### src/rtl/arm_boot_loader.sv
// arm_boot_loader: streams a program image into memory port 2 with the core held in reset, then hands the port to the core.
// Optional `BOOT_CHECKSUM_EN` adds an XOR image check on HOLD exit.
module arm_boot_loader #(
  parameter int          MEM_WORDS = 1024,
  parameter logic [31:0] BASE_ADDR = 32'h0,
  parameter int          RST_HOLD  = 4
) (
  input  logic        clk,
  input  logic        rst_n,
  input  logic        start,
  input  logic        ld_valid,
  input  logic [31:0] ld_data,
  input  logic        ld_last,
  output logic        ld_ready,
  input  logic [31:0] chk_exp,
  input  logic        core_halted,
  input  logic [31:0] core_mem_addr,
  input  logic [31:0] core_mem_data_in,
  input  logic        core_mem_write_en,
  output logic [31:0] mem_addr,
  output logic [31:0] mem_data_in,
  output logic        mem_write_en,
  output logic        core_rst,
  output logic        busy,
  output logic        done,
  output logic        err,
  output logic [15:0] load_count
);
  localparam int HW = $clog2(RST_HOLD + 2);
  typedef enum logic [2:0] {IDLE, LOAD, HOLD, RUN, DONE, ERR} state_t;
  state_t r_state, w_next;
  logic [HW-1:0] r_hold;
  logic [15:0] r_cnt;
  logic [31:0] r_addr, r_data;
  logic r_we, w_start, w_beat, w_run, w_chk_ok;
  assign w_start = start && (r_state == IDLE || r_state == DONE || r_state == ERR);
  assign w_beat = ld_valid && r_state == LOAD;
  assign w_run = r_state == RUN;
`ifdef BOOT_CHECKSUM_EN
  logic [31:0] r_acc;
  always_ff @(posedge clk or negedge rst_n)
    if (!rst_n) r_acc <= '0;
    else if (w_start) r_acc <= '0;
    else if (w_beat) r_acc <= r_acc ^ ld_data;
  assign w_chk_ok = r_acc == chk_exp;
`else
  logic w_unused_chk;
  assign w_unused_chk = ^chk_exp;
  assign w_chk_ok = 1'b1;
`endif
  always_comb begin
    w_next = r_state;
    case (r_state)
      IDLE, DONE, ERR: w_next = w_start ? LOAD : r_state;
      LOAD: if (w_beat) w_next = ld_last ? HOLD : (r_cnt == 16'(MEM_WORDS - 1)) ? ERR : LOAD;
      HOLD: if (r_hold == HW'(RST_HOLD)) w_next = w_chk_ok ? RUN : ERR;
      RUN:  if (core_halted) w_next = DONE;
      default: w_next = IDLE;
    endcase
  end
  // The first HOLD cycle carries the final write, so the hold count runs one cycle past RST_HOLD.
  always_ff @(posedge clk or negedge rst_n) begin
    if (!rst_n) begin
      r_state <= IDLE;
      r_hold  <= '0;
      r_cnt   <= '0;
      r_addr  <= '0;
      r_data  <= '0;
      r_we    <= 1'b0;
    end else begin
      r_state <= w_next;
      r_hold  <= (r_state == HOLD) ? r_hold + 1'b1 : '0;
      r_we    <= w_beat;
      if (w_beat) begin
        r_addr <= BASE_ADDR + {14'd0, r_cnt, 2'd0};
        r_data <= ld_data;
      end
      if (w_start) r_cnt <= '0;
      else if (w_beat && r_cnt != 16'(MEM_WORDS)) r_cnt <= r_cnt + 16'd1;
    end
  end
  assign mem_addr     = w_run ? core_mem_addr : r_addr;
  assign mem_data_in  = w_run ? core_mem_data_in : r_data;
  assign mem_write_en = w_run ? core_mem_write_en : r_we;
  assign core_rst     = !w_run;
  assign ld_ready     = r_state == LOAD;
  assign busy         = r_state == LOAD || r_state == HOLD;
  assign done         = r_state == DONE;
  assign err          = r_state == ERR;
  assign load_count   = r_cnt;
endmodule

### config.mk
export PLATFORM = sky130hd
export DESIGN_NAME = arm_boot_loader
export DESIGN_NICKNAME = d
export VERILOG_FILES = /design/src/rtl/arm_boot_loader.sv
export SDC_FILE = /design/constraint.sdc
export NUM_CORES = 1
export LEC_CHECK = 0
export BUFFER_PORTS_ARGS = -buffer_cell sky130_fd_sc_hd__buf_2
export CAP_MARGIN = 10
export CELL_PAD_IN_SITES_DETAIL_PLACEMENT = 0
export CELL_PAD_IN_SITES_GLOBAL_PLACEMENT = 1
export CORE_ASPECT_RATIO = 0.5
export CORE_UTILIZATION = 30
export CTS_CLUSTER_SIZE = 12
export DETAILED_ROUTE_END_ITERATION = 8
export PLACE_DENSITY_LB_ADDON = 0.1
export SLEW_MARGIN = 20
export SYNTH_ARGS = -nofsm -noshare
export SYNTH_HDL_FRONTEND = slang
export SYNTH_SLANG_ARGS = --single-unit
export TNS_END_PERCENT = 100
### constraint.sdc
create_clock -name clk -period 2 [get_ports clk]
set_clock_uncertainty 0.1 [all_clocks]
set_input_delay 0.1 -clock clk [delete_from_list [all_inputs] [get_ports clk]]
set_output_delay 0.1 -clock clk [all_outputs]
set_load 0.05 [all_outputs]
# Yosys cells after proc, flatten, opt, wreduce, memory -nomap -nowiden
# Cells that the tools add are included.
# op_classes
add_sub_neg	2
n_eq_ne	12
mux	13
n_reduce_logical	11
# ops
op	count
32-bit two-way mux	2
16-bit two-way mux	2
3-bit two-way mux	7
16-bit by 1-bit adder with 16-bit output (second input constant)	1
16-bit by 10-bit == test with 1-bit output (second input constant)	1
16-bit by 11-bit inequality test with 1-bit output (second input constant)	1
3-bit one-hot mux with 4 select lines	1
3-bit == test (second input constant)	3
3-bit by 2-bit == test with 1-bit output (second input constant)	2
2-bit inequality test (second input constant)	3
4-bit AND reduction	1
3-bit by 1-bit adder with 3-bit output (second input constant)	1
3-bit by 1-bit == test with 1-bit output (second input constant)	1
1-bit logical AND	3
3-bit zero test	1
1-bit logical OR	3
3-bit OR reduction	1
2-bit by 1-bit inequality test with 1-bit output (second input constant)	1
2-bit nonzero test	1
1-bit zero test	1
1-bit two-way mux	1
# word_totals
register_bits	71
output_inout_bits	86
elab_cells	44

# Depth between registers and ports, before layout
# Gate-level depths: netlist of the first run.
# depth
ltp_word	6
depth_mapped	7

# Worst setup path after synthesis of the first run
# Ideal clock, no wire load.
# synth_path
path_kind	reg2reg
from	reg r_state[1]
to	reg r_state[2]
setup_ns	0.065
t_arrival_ns	2.210
slack_ns	-0.375
stages_incl_launch_ff	5
synth_period_minus_slack_ns	2.375
path_cell_list	dfrtp_1 -> nor3b_1 -> and4_1 -> a41o_1 -> mux2_2
# synth_via
elab_cells_between_ends	17
cone_classes	9 x eq/ne; 1 x mux; 7 x reduce/logical
# synth_lines
item	line_no	rtl
start, declared	31	state_t r_state, w_next;
start signal, assigned	71	r_state <= w_next;
3-bit by 1-bit == test with 1-bit output (*)	n/a	
net ld_ready	14	output logic ld_ready,
1-bit logical AND	37	assign w_beat = ld_valid && r_state == LOAD;
2-bit by 1-bit inequality test with 1-bit output (no source line)	n/a	
4-bit AND reduction (no source line)	n/a	
# Mark *: on every way through the listed nets, which the timed path passes. The rest lies on a longest branch.
# A chain may end at the register's enable or synchronous reset.

# Worst setup path in the final report of the first run
# layout_path
from	reg r_state[2]
to	reg r_cnt[15] (netlist: load_count[15])
# layout_via
elab_chain_len	5
elab_cells_between_ends	11
cone_classes	3 x eq/ne; 1 x mux; 7 x reduce/logical
# layout_lines
item	line_no	rtl
3-bit == test / 3-bit zero test (equally long branches)	36	assign w_start = start && (r_state == IDLE || r_state == DONE || r_state == ERR);
1-bit logical OR (2 in a row)	36	
1-bit logical AND	36	
16-bit two-way mux / 2-bit nonzero test (equally long branches)	n/a	
end signal, assigned	79	else if (w_beat && r_cnt != 16'(MEM_WORDS)) r_cnt <= r_cnt + 16'd1;
end, declared	33	logic [15:0] r_cnt;
# Several ways; a longest one is shown, not always the timed one.

==> results by stage, run 1 <==
Clocking:
- Clock tree synthesis found a total of 71 sinks.
- The level count of the clock H-tree is 3.
- Clock latency on the worst-skew pair, taken at its later pin, is 330 ps.
- The clock passes through at most 2 buffers.
- The TritonCTS clock tree is yes.
- Clock-pin slew was measured on the worst setup and hold paths at 60 ps.
- Clock tree synthesis inserted a total of 9 buffers.
- The root buffer cell is sky130_fd_sc_hd__clkbuf_16.

Synth:
- The most used flip-flop cell after synthesis is sky130_fd_sc_hd__dfrtp_1.
- The post-synth design cell area is 3850 sq um.
- The average footprint of a synthesized cell is 7.38 sq um.
- The post-synth net total is 661.
- After synthesis, the cell types taking the most area are sky130_fd_sc_hd__dfrtp_1 (46%), sky130_fd_sc_hd__nand2_1 (29%), sky130_fd_sc_hd__and3_1 (2.6%).
- The register bit count reported by yosys is 71.
- The biggest area contributor in the post-synthesis netlist is sky130_fd_sc_hd__dfrtp_1.
- The number of warnings printed during yosys synthesis is 0.
- For this run, asynchronously set or reset flops after synthesis account for 100%.
- The share of the yosys chip area belonging to registers is 46.1%.
- In the post-synthesis netlist, the cell with the most instances is sky130_fd_sc_hd__nand2_1.
- Counting distinct cell types in the post-synthesis netlist gives 51.
- The cell count after synthesis came out at 522.
- The count of flip-flops with a built-in enable after synthesis is 0.
- The area share of the leading cell type in the synthesized netlist is 46.1%.
- By count the netlist is led by sky130_fd_sc_hd__nand2_1 (297), sky130_fd_sc_hd__dfrtp_1 (71), sky130_fd_sc_hd__clkbuf_1 (22).

Route:
- The pre-antenna-repair detailed-routing pass consisted of 4 iterations.
- The number of nets still failing antenna checks after routing is 0.
- For this block, the initial DRC count from the detailed router was 148.
- Using the TritonRoute via totals, the vias-per-cell ratio works out to 4.45.
- The number of remaining DRC errors is 0.
- The detailed-route wire length is 11.5 mm.
- After detailed routing, the average wire length per cell comes to 12.5 microns.
- The routed layout has 4110 vias.

Power:
- The internal portion of the total power is 0.00468 W.
- The power dissipated by switching net loads is 0.00486 W.
- In this run, flip-flops and latches consume 21.8% of the power.
- In this run, the clock network consumes 16.8% of the power.
- Across the VDD grid, the largest voltage drop is 0.000750 V.
- The cell area power density is 1590 nW/um^2.
- The switching share of power is 50.9%.
- The part of the total power dissipated in combinational logic is 61.4%.
- The analysis attributes to cell leakage a power of 3.40 nW.

Layout:
- The final layout contains 892 nets.
- The signed area change from the synthesized netlist to the final layout is 55.7%.
- 0 antenna diodes ended up in the layout.
- Leaving out filler cells and counting taps, the final layout contains 923.
- The proportion of layout cells with a drive suffix above 1 is 35.5%.
- The utilization after layout is 49.3%.

STA:
- Setup repair after global routing could not meet its margin everywhere.
- At the pin with the least slew margin, the transition time is 465 ps.
- The maximum clock frequency is 521 MHz.
- The worst slack on hold paths is 61.6 ps.
- The post-route fraction of the period consumed by the critical path is 96.0%.
- The number of failing hold endpoints at the final stage is 0.
- Setup violations remaining at the end of the flow were counted as 0.
- In this run the tightest slew margin relative to its limit is 69.0%.
- The final critical-path required period is 1920 ps.
- The smallest setup slack after layout is 81.0 ps.
- The number of pins with negative max-slew slack in the final report was 0.

Critical path:
- The critical path goes through nand4bb_4 > or2_2 > or4_1 > a21oi_1.
- The maximum fanout count along the critical path is 6.
- For this design, the slowest cell found on the critical path is sky130_fd_sc_hd__or4_1.
- The arrival time at the worst endpoint is 2060 ps.
- The kind of critical path is register to register.
- The required time of the critical path is 2140 ps.
- The endpoint type of the worst setup path is a register.
- The startpoint kind of the worst setup timing path is a register.
- The largest single stage delay on the critical path is 480 ps.

Place:
- OpenSTA, run right after detailed placement, puts the worst setup slack at 107 ps.
- The number of placed instances, taps included, is 867.
- In this run the tool buffered the top-level ports with 188 buffer cells.
- The routability congestion estimate from global placement is 0.756.
- Summed over all nets, the half-perimeter wirelength after detailed placement is 8.11 mm.

Floorplanning:
- Pin placement for this block handled 221 I/O pins.
- After floorplanning, the core was divided into 28 placement rows.
- The width of the chip is 162 microns.
- The core region is 12200 sq um.
- The floorplan step set the die height to 82.1 microns.
- The die area is 13300 sq um.
- Once the floorplan was initialized, standard cells occupied 31.7% of the core.

GRT:
- The total global-route track usage is 17.2%.
- The via count of the first global-routing pass was 3754.
- The wire length of the first global-routing pass is 18.2 mm.
- The number of antenna violations at the first check in global routing is 0.
- The pin count of the biggest net entering global routing is 36.
- Global routing finished with a remaining overflow of 0.

Job:
- Across the run, the number of max-cap violations was 0.

Status:
- The flow ran to the end, and the final reports show no timing, DRC or antenna violations.

Hold path:
- The worst hold-check path type is primary input to register.
-- worst paths after layout --
| kind | start | endpoint | slack, ps | cells after the start |
|---|---|---|---|---|
| worst max register to register | r_state[2]$_DFFE_PN0P_ | load_count[15]$_DFFE_PN0P_ | 80 | 4 |
| worst min-delay path | start | r_state[0]$_DFFE_PN0P_ | 60 | 4 |
| min in group asynchronous | rst_n | r_state[0]$_DFFE_PN0P_ | 170 | 2 |
| max in group asynchronous | rst_n | r_data[2]$_DFFE_PN0P_ | 1060 | 3 |
| worst max-delay path | r_state[2]$_DFFE_PN0P_ | load_count[15]$_DFFE_PN0P_ | 80 | 4 |
| worst min register to register | r_hold[0]$_DFF_PN0_ | r_hold[0]$_DFF_PN0_ | 360 | 1 |
-- per-stage QoR --
step / cell area, sq um / setup TNS (ps) / total power, W
2_1_floorplan: 3910 / 0 / 0.00614
3_3_place_gp: 5140 / 0 / 0.00747
3_5_place_dp: 5140 / 0 / 0.00750
4_1_cts: 5940 / 0 / 0.00955
5_1_grt: 6000 / -9.12 / 0.0102
6_report: 6000 / 0 / 0.00954
-- logic make-up (layout without fill, tap and decap cells) --
group | Yosys count | after routing | synth area share [%]
AO/OA/AOI/OAI | 23 | 23 | 3.96
XOR/XNOR | 9 | 9 | 2.05
adder cells (fa/ha/maj) | 4 | 4 | 1.30
buffers and inverters | 39 | 275 | 4.26
flip-flops | 71 | 71 | 46.1
multiplexers | 3 | 3 | 0.812
AND/OR/NAND/NOR | 373 | 373 | 41.5
-- per-layer routing --
metal / vias to the layer above / wire length (microns) / global-route usage (%)
li1: 2119 / - / -
met1: 1845 / 5380 / 22.9
met2: 141 / 5260 / 28.9
met3: 5 / 788 / 3.75
met4: 0 / 76 / 3.96
met5: - / 0 / 0
-- state kept, by name (all words and copies together), names as in the netlist --
name / flops
r_hold: 3
r_addr: 16
r_state: 3
r_data: 32
load_count: 16
r_we: 1
-- final cells by class --
cell class | count | area [sq um]
multi-input combinational | 412 | 1970
tap | 165 | 206
timing repair buffer | 251 | 1700
inverter | 8 | 32.5
clock buffer | 12 | 256
sequential | 71 | 1790
clock inverter | 4 | 45.0
fill | 1238 | 6160
-- placed cells by master, fill, tap and decap left out, types with 10 or more instances in the layout --
cell,Yosys,routed
sky130_fd_sc_hd__and3_1,16,16
sky130_fd_sc_hd__buf_2,2,138
sky130_fd_sc_hd__buf_4,1,68
sky130_fd_sc_hd__clkbuf_16,0,10
sky130_fd_sc_hd__dfrtp_1,71,60
sky130_fd_sc_hd__dfrtp_2,0,11
sky130_fd_sc_hd__dlygate4sd3_1,0,36
sky130_fd_sc_hd__nand2_1,297,287
sky130_fd_sc_hd__nand2_2,0,10
sky130_fd_sc_hd__nor2_1,13,13
-- worst max-delay path, delay by kind of cell (launching register included) --
family	cells	cell delay, ps
AOI/OAI and AO/OA	1	170
and+or+nand+nor	3	1130
DFF	1	430
-- repair_timing --
| action | CTS | global route |
|---|---|---|
| endpoints found under the hold margin | 66 | 0 |
| endpoints found under the setup margin | 49 | 50 |
| buffers inserted | 1 | 2 |
| hold buffers | 36 | 0 |
| cloned | 0 | 1 |
| pin swaps | 0 | 1 |
| gates resized for setup | 51 | 5 |
-- power by group through the flow --
| stage | registers (W) | clock network [W] | logic, W |
|---|---|---|---|
| finish | 0.00208 | 0.00160 | 0.00586 |
| global route | 0.00214 | 0.00170 | 0.00633 |
| CTS | 0.00208 | 0.00164 | 0.00583 |
| detailed placement | 0.00212 | 0 | 0.00539 |
| global placement | 0.00211 | 0 | 0.00536 |
| floorplan | 0.00214 | 0 | 0.00400 |
No activity file was read; power rests on OpenSTA's default activity.
==> run 2: changes to the inputs <==
--- a/config.mk
+++ b/config.mk
@@ -10,9 +10,11 @@
 export CELL_PAD_IN_SITES_DETAIL_PLACEMENT = 0
 export CELL_PAD_IN_SITES_GLOBAL_PLACEMENT = 1
 export CORE_ASPECT_RATIO = 0.5
+export CORE_MARGIN = 3
 export CORE_UTILIZATION = 30
 export CTS_CLUSTER_SIZE = 12
 export DETAILED_ROUTE_END_ITERATION = 8
+export HOLD_SLACK_MARGIN = 0.08
 export PLACE_DENSITY_LB_ADDON = 0.1
 export SLEW_MARGIN = 20
 export SYNTH_ARGS = -nofsm -noshare
==> results by stage, run 2 (synthesized netlist as in run 1, its figures left out) <==
Status:
- The run finished with clean final reports.

Floorplanning:
- The width of the chip is 166 microns (+2.5%).
- The number of top-level design ports is 221 (unchanged).
- The initial core utilization is 31.7% (unchanged).
- The die span in y is 86.1 microns (+4.9%).
- The total number of placement rows came to 28 (unchanged).
- The placeable core region is 12200 sq um (unchanged).
- The die area is 14300 sq um (+7.5%).

Critical path:
- The cell family with the largest share of critical-path delay is simple AND/OR/NAND/NOR gates.
- The worst setup path is launched from a register.
- For this design, the slowest cell found on the critical path is sky130_fd_sc_hd__dfrtp_1.
- The worst path buffer plus inverter count is 3 (+3).
- The maximum fanout count along the critical path is 11 (+5).
- The required time of the critical path is 1800 ps (-340 ps).
- The endpoint type of the worst setup path is an output port.
- The delay of the slowest cell on the worst path was 400 ps (-80 ps).
- The critical path is of the register to output port type.
- The cell with the most instances on the worst path is sky130_fd_sc_hd__nand2_1.
- The critical path goes through nor2b_2 > and2_4 > inv_8 > buf_6 > nand2_1 > nand2_1 > buf_4.
- The arrival time at the worst endpoint came to 1720 ps (-340 ps).

Place:
- The total placed cells including tap cells is 865 (-0.23%).
- The detailed-placement wirelength estimate is 8.52 mm (+5.1%).
- The number of port buffers is 188 (unchanged).
- The routability congestion estimate from global placement was 0.746 (-1.2%).

Route:
- The average detailed-routed wire length per instance was 13.8 microns (+11%).
- The number of vias per cell is 4.50 (+0.99%).
- The number of DRC violations after detailed-routing iteration 0 is 218 (+47%).
- The number of remaining DRC errors is 0 (unchanged).
- The detailed-route wire length came to 12.7 mm (+11%).
- The count of TritonRoute iterations in the first routing pass was 4 (unchanged).
- The number of nets still failing antenna checks after routing came to 0 (unchanged).
- The total via count in the routed design is 4146 (+0.88%).

Layout:
- The number of antenna diodes is 0 (unchanged).
- The most common library cell in the layout ignoring fill and taps is sky130_fd_sc_hd__nand2_1.
- In the layout the commonest cells are sky130_fd_sc_hd__nand2_1 (287), sky130_fd_sc_hd__buf_2 (138), sky130_fd_sc_hd__dfrtp_1 (60).
- The utilization after layout is 49.8% (+0.48 points).
- The register with the most flip-flops is r_data.
- The net count of the finished layout was 891 (-0.11%).
- The number of standard cells in the final layout excluding fillers is 922 (-0.11%).
- The flip-flop count of the largest register, all copies and words added came to 32 (unchanged).
- The area growth from synthesis to layout is 57.2%.
- The proportion of layout cells with a drive suffix above 1 is 35.3% (-0.22 points).

STA:
- The max-slew headroom at the worst pin is 65.0% (-4.0 points).
- The number of pins with negative max-slew slack in the final report is 0 (unchanged).
- The maximum clock frequency is 522 MHz (+0.17%).
- Setup repair after global routing left no endpoint under its margin.
- The post-route fraction of the period consumed by the critical path is 95.8% (-0.16 points).
- The transition at the pin with the smallest max-transition slack is 525 ps (+60.1 ps).
- The number of setup violations in the final report is 0 (unchanged).
- The final critical-path required period came to 1920 ps (-3.27 ps).
- The number of failing hold endpoints at the final stage came to 0 (unchanged).

Power:
- The leakage power summed over all cells is 3.42 nW (+0.47%).
- The portion of total power attributed to sequential cells was 21.5% (-0.3 points).
- The switching share of power is 51.1% (+0.17 points).
- The internal cell power is 0.00478 W (+2.2%).
- The maximum ir drop on the vdd rail is 0.000984 V (+31%).
- The clock network power share is 16.0% (-0.8 points).
- The power dissipated by switching net loads is 0.00500 W (+2.9%).
- The cell area power density is 1620 nW/um^2 (+1.5%).
- The part of the total power dissipated in combinational logic came to 62.4% (+1.0 points).

Clocking:
- The deepest clock path buffer count was 2 (unchanged).
- The level count of the clock H-tree is 3 (unchanged).
- The number of clock buffers inserted by TritonCTS is 9 (unchanged).
- The root buffer cell is sky130_fd_sc_hd__clkbuf_16.
- The clock transition at the registers of the reported paths is 60 ps (about the same).
- The clock sink count was 71 (unchanged).
- The later-pin clock latency in the skew report is 330 ps (about the same).
- TritonCTS built the clock tree.

GRT:
- The pin count of the biggest net entering global routing was 51 (+42%).
- The wire length of the first global-routing pass is 20.4 mm (+12%).
- The via count of the first global-routing pass is 4072 (+8.5%).
- The number of antenna violations at the first check in global routing is 0 (unchanged).
- The residual overflow from global routing was 0 (unchanged).
- The total global-route track usage is 17.3% (+0.039 points).

Hold path:
- The worst hold path belongs to the class primary input to register.

Job:
- The max-cap violation count was 0 (unchanged).
run 2: cell count changes in the layout (fill, tap and decap cells not counted), sizes merged:
cell | previous run | this run
clkbuf | 15 | 14
run 2: through the flow:
| stage | hold WS, ps | worst slack, ps | total power, W | cell area [sq um] | setup TNS, ps |
|---|---|---|---|---|---|
| floorplan | -296 | 15.9 | 0.00614 | 3910 | 0 |
| global placement | 15.2 | 157 | 0.00751 | 5140 | 0 |
| detailed placement | 12.8 | 144 | 0.00755 | 5140 | 0 |
| CTS | 162 | -12.1 | 0.00957 | 5920 | -47.8 |
| global route | 214 | 5.99 | 0.0104 | 6060 | 0 |
| finish | 179 | 84.2 | 0.00978 | 6060 | 0 |
run 2: final timing paths:
kind | end | cells after the start | from | slack [ps]
setup / recovery | mem_addr[11] | 7 | r_state[1]$_DFFE_PN0P_ | 80
hold / removal | r_state[0]$_DFFE_PN0P_ | 5 | ld_last | 180
setup reg to reg | r_state[2]$_DFFE_PN0P_ | 4 | r_state[0]$_DFFE_PN0P_ | 130
hold reg to reg | r_hold[0]$_DFF_PN0_ | 1 | r_hold[0]$_DFF_PN0_ | 370
max in group asynchronous | load_count[11]$_DFFE_PN0P_ | 3 | rst_n | 1030
min in group asynchronous | load_count[6]$_DFFE_PN0P_ | 2 | rst_n | 190
run 2: layout make-up:
| cell class | instances | area, sq um |
|---|---|---|
| clock buffer | 12 | 246 |
| clock inverter | 4 | 45.0 |
| fill | 1245 | 6100 |
| inverter | 8 | 37.5 |
| multi-input combinational | 412 | 1970 |
| sequential | 71 | 1790 |
| tap | 165 | 206 |
| timing repair buffer | 250 | 1760 |
run 2: layer usage:
layer  vias up  global-route usage, %  part of all wire, %  routed length (microns)
li1       2117                      -                    -                        -
met1      1901                   23.6                   49                     6290
met2       123                   28.2                   45                     5690
met3         5                   4.65                  5.5                      700
met4         0                   2.92                 0.44                       56
met5         -                      0                    0                        0
run 2: worst reg2reg max path: cells and delay by family, from the launching register on:
family / cells / cell delay (ps)
compound gates: 2 / 470
flops: 1 / 480
mux: 1 / 360
simple gates: 1 / 350
run 2: power groups by stage:
stage	Clock, W	Combinational, W	Sequential, W
after floorplan	0	0.00400	0.00214
after global placement	0	0.00539	0.00211
after detailed placement	0	0.00542	0.00213
after CTS	0.00161	0.00585	0.00211
after global routing	0.00168	0.00657	0.00217
final	0.00157	0.00611	0.00211
run 2: repair_timing:
| item | CTS | global route |
|---|---|---|
| endpoints found under the setup margin | 48 | 53 |
| gates cloned | 0 | 3 |
| setup buffers | 0 | 2 |
| hold buffers | 36 | 0 |
| resized for setup | 51 | 17 |
| hold endpoints to repair | 105 | 0 |
